<file path="config.mk">
export PLATFORM = sky130hd
export DESIGN_NAME = serial_add_ctrl
export DESIGN_NICKNAME = d
export VERILOG_FILES = /design/src/rtl/serial_add_ctrl.sv
export SDC_FILE = /design/constraint.sdc
export NUM_CORES = 1
export LEC_CHECK = 0
export BUFFER_PORTS_ARGS = -buffer_cell sky130_fd_sc_hd__buf_4
export CAP_MARGIN = 20
export CORE_MARGIN = 10
export CORE_UTILIZATION = 48
export CTS_CLUSTER_SIZE = 10
export DETAILED_ROUTE_END_ITERATION = 8
export PLACE_DENSITY = 0.74
export SLEW_MARGIN = 40
export SYNTH_ARGS = -nofsm -noshare
export SYNTH_HDL_FRONTEND = slang
export SYNTH_SLANG_ARGS = --single-unit
</file>
<file path="constraint.sdc">
create_clock -name clk -period 1.6 [get_ports clk]
set_input_delay 0.32 -clock clk [delete_from_list [all_inputs] [get_ports clk]]
set_output_delay 0.32 -clock clk [all_outputs]
set_load 0.03 [all_outputs]
</file>
<file path="src/rtl/serial_add_ctrl.sv">
// Bit-serial adder controller: LSB-first add through one full-adder cell, WIDTH cycles per result.
// Optional subtract mode is built in when the macro SERIAL_SUB_EN is defined (adds the sub port).

module add_one_bit (
    input  logic a,
    input  logic b,
    input  logic cin,
    output logic sum,
    output logic cout
);
    assign sum  = a ^ b ^ cin;
    assign cout = (a & b) | (a & cin) | (b & cin);
endmodule

module serial_add_ctrl #(
    parameter int WIDTH = 8
) (
    input  logic             clk,
    input  logic             rst_n,
    input  logic             in_valid,
    output logic             in_ready,
    input  logic [WIDTH-1:0] a,
    input  logic [WIDTH-1:0] b,
`ifdef SERIAL_SUB_EN
    input  logic             sub,
`endif
    output logic             out_valid,
    input  logic             out_ready,
    output logic [WIDTH-1:0] sum,
    output logic             cout,
    output logic             busy
);
    localparam int CW = (WIDTH > 1) ? $clog2(WIDTH) : 1;

    typedef enum logic [1:0] {IDLE, RUN, DONE} state_t;

    state_t           state_reg, state_next;
    logic [WIDTH-1:0] a_sh_reg, a_sh_next;
    logic [WIDTH-1:0] b_sh_reg, b_sh_next;
    logic [WIDTH-1:0] sum_sh_reg, sum_sh_next;
    logic             carry_reg, carry_next;
    logic [CW-1:0]    cnt_reg, cnt_next;
    logic             fa_sum, fa_cout;

    add_one_bit u_fa (
        .a    (a_sh_reg[0]),
        .b    (b_sh_reg[0]),
        .cin  (carry_reg),
        .sum  (fa_sum),
        .cout (fa_cout)
    );

    always_ff @(posedge clk or negedge rst_n) begin
        if (!rst_n) begin
            state_reg  <= IDLE;
            a_sh_reg   <= '0;
            b_sh_reg   <= '0;
            sum_sh_reg <= '0;
            carry_reg  <= 1'b0;
            cnt_reg    <= '0;
        end else begin
            state_reg  <= state_next;
            a_sh_reg   <= a_sh_next;
            b_sh_reg   <= b_sh_next;
            sum_sh_reg <= sum_sh_next;
            carry_reg  <= carry_next;
            cnt_reg    <= cnt_next;
        end
    end

    always_comb begin
        state_next  = state_reg;
        a_sh_next   = a_sh_reg;
        b_sh_next   = b_sh_reg;
        sum_sh_next = sum_sh_reg;
        carry_next  = carry_reg;
        cnt_next    = cnt_reg;
        in_ready    = 1'b0;
        out_valid   = 1'b0;
        busy        = 1'b0;

        case (state_reg)
            IDLE: begin
                in_ready = 1'b1;
                if (in_valid) begin
                    a_sh_next = a;
                    cnt_next  = '0;
`ifdef SERIAL_SUB_EN
                    // Two's-complement subtract: a + ~b + 1
                    b_sh_next  = sub ? ~b : b;
                    carry_next = sub;
`else
                    b_sh_next  = b;
                    carry_next = 1'b0;
`endif
                    state_next = RUN;
                end
            end
            RUN: begin
                busy        = 1'b1;
                a_sh_next   = a_sh_reg >> 1;
                b_sh_next   = b_sh_reg >> 1;
                sum_sh_next = {fa_sum, sum_sh_reg[WIDTH-1:1]};
                carry_next  = fa_cout;
                cnt_next    = cnt_reg + CW'(1);
                if (cnt_reg == CW'(WIDTH - 1))
                    state_next = DONE;
            end
            DONE: begin
                busy      = 1'b1;
                out_valid = 1'b1;
                if (out_ready)
                    state_next = IDLE;
            end
            default: state_next = IDLE;
        endcase
    end

    assign sum  = sum_sh_reg;
    assign cout = carry_reg;

endmodule

</file>
==> flow_summary_export.csv <==
group,metric,value,unit
global_route,antenna_found_initial,0,
pwr,power.density,2262,nW/um^2
min_path,holdPathEnd,"a_sh_reg[6]",
critical_path,start_kind,"flip-flop",
timing,finalCritPeriodShare,0.9690,
floorplan,dieHeight,76.16,microns
route,num_vias,1035,
min_path,hold_start,"a[6]",
timing,fin_skew,0.01001,ns
pwr,ir_drop,1374,uV
timing,holdWs,0.2412,ns
pwr,fin_total_pwr,0.004421,W
logic_synthesis,synth.avg_cell_area,12.41,sq um
critical_path,required,1.28,ns
flow_run,drv_cap,0,
timing,finalHoldViolCount,0,
global_route,grt_pass1_vias,1098,
placed_design,gp_congestion,0.7656,
clock_network,tritoncts,"built",
timing,tightestPinTransition,0.3811,ns
global_route,overflow,0,
global_route,track_usage,0.1141,
floorplan,ios,32,
timing,finalCriticalPeriod,1.550,ns
layout,drive_above_1_share,0.4756,
critical_path,worstPathArrival,1.23,ns
pwr,p_leak,0.9338,nW
logic_synthesis,netlist_top_cells_area,"dfrtp_1, mux2i_1, o21ai_2, mux2_2, ha_1",
critical_path,worstSetupEndpointType,"output pin",
critical_path,r2r_end,"state_reg[1]",
route,wl,3083,microns
timing,slew_headroom,0.7459,
logic_synthesis,yosysTopAreaCell,"dfrtp_1",
clock_network,clk_path_buf_depth,2,
placed_design,dp_cells,197,
clock_network,insertion_delay,0.34,ns
route,drc,0,
timing,fmax,0.6450,GHz
min_path,hold_class,"in -> reg",
layout,areaGrowthSynthToFinish,29.09,%
global_route,grt_pass1_wl,5409,microns
timing,slew_viol_final,0,
critical_path,ff2ff_path_depth,5,
layout,final_common_cell,"buf_4",
logic_synthesis,post_synth_num_cell_types,21,
critical_path,crit_fanout,5,
critical_path,ff2ff_setup_slack,0.05,ns
logic_synthesis,syn_area,1514,sq um
run_status,outcome,"completed",
layout,finalNonFillerCells,208,
placed_design,hpwl,2236,microns
layout,antenna_cells,0,
global_route,grt_start_max_net_pins,31,
clock_network,cts-root-buf,"clkbuf_4",
route,avgRoutedWirePerCell,14.82,microns
route,dr.first_iter.drc_count,98,
logic_synthesis,synth-seq-cells,30,
logic_synthesis,ys_warn_count,0,
layout,final_cell_mix,"buf_4, dfrtp_1, nand2_1",
floorplan,dieArea,5800,sq um
timing,setup_violations,0,
logic_synthesis,syn_inst,122,
floorplan,initial_core_util,0.5000,
floorplan,die_x,76.16,microns
clock_network,h-tree-depth,2,
floorplan,core_area,3028,sq um
floorplan,row_count,20,
clock_network,numCtsBuffers,5,
critical_path,critPathKind,"reg -> out",
layout,fillCellCount,254,
route,avgViaCountPerCell,4.976,
critical_path,rr_startpoint,"cnt_reg[0]",
layout,nNetsFinal,190,
clock_network,cts_sinks,30,
clock_network,path_clk_slew,0.10,ns
layout,final_util,0.6455,
min_path,holdPathStages,3,
route,first_pass_iters,4,
route,route.antenna.remaining_nets,0,
logic_synthesis,synth_top_area_share,0.4959,
logic_synthesis,synth_nets,149,
logic_synthesis,seq_area_frac_synth,0.4959,
placed_design,io_buffer_count,31,
kinds of logic (layout without fill, tap and decap cells):
logic type / after synthesis / in the layout / share of synthesized area
AOI/OAI and AO/OA: 23 / 23 / 0.1314
adders and majority gates: 7 / 7 / 0.06281
buffers and inverters: 14 / 56 / 0.05785
DFF: 30 / 30 / 0.4959
muxes: 25 / 25 / 0.1802
and+or+nand+nor: 23 / 23 / 0.07190
cells in the mapped netlist, drive strengths merged:
| cell type | n |
|---|---|
| dfrtp | 30 |
| nand2 | 18 |
| o21ai | 18 |
| mux2i | 16 |
| mux2 | 9 |
| inv | 8 |
| buf | 6 |
| ha | 6 |
| a22o | 2 |
| a31oi | 2 |
| and2b | 2 |
| nor2b | 2 |
| a221oi | 1 |
| fa | 1 |
| nand2b | 1 |
worst max path at each step:
stage                 start           to  slack [ns]
2_1_floorplan  state_reg[0]  a_sh_reg[0]        0.01
3_3_place_gp   state_reg[1]       sum[4]        0.05
3_5_place_dp   state_reg[1]       sum[5]       -0.01
4_1_cts        state_reg[1]         busy        0.05
5_1_grt        state_reg[1]     in_ready       -0.02
6_report       state_reg[1]     in_ready        0.05
power by group:
group | switching (W) | total, W | leakage (nW) | internal (W)
registers | 0.000212 | 0.00133 | 0.375 | 0.00112
clock network | 0.000282 | 0.000605 | 0.0450 | 0.000323
logic | 0.00127 | 0.00249 | 0.514 | 0.00122
routing by layer:
layer,up-vias,part of all wire,global-route usage
met4,0,0.016,0.04461
met2,22,0.54,0.1896
li1,500,-,-
met1,503,0.39,0.1246
met5,-,0,0
met3,10,0.057,0.05071
worst max-delay path, stage by stage (launching register included):
cell     delay [ns]
dfrtp_1        0.42
inv_2          0.11
ha_4           0.18
buf_4          0.17
timing repair:
action | CTS | global route
setup endpoints to repair | 10 | 2
resized for setup | 6 | 2
endpoints found under the hold margin | 30 | 0
hold buffers | 1 | 0
setup buffers | 2 | 0
stage by stage:
step / setup TNS, ns / worst slack, ns / cell area (sq um)
after floorplan: 0 / 0.01364 / 1516
after global placement: 0 / 0.05429 / 1826
after detailed placement: -0.02510 / -0.01159 / 1826
after CTS: 0 / 0.04505 / 1947
after global routing: -0.02054 / -0.01546 / 1954
final: 0 / 0.04962 / 1954
area by class of cell:
type	instances	area, sq um	share of cell area
Clock buffer	5	37.54	0.01921
Clock inverter	3	40.04	0.02049
Inverter	8	30.03	0.01536
Multi-Input combinational cell	78	701.9	0.3592
Sequential cell	30	750.7	0.3841
Tap cell	44	55.05	0.02817
Timing Repair Buffer	40	339.1	0.1735
No activity file was read; power rests on OpenSTA's default activity.
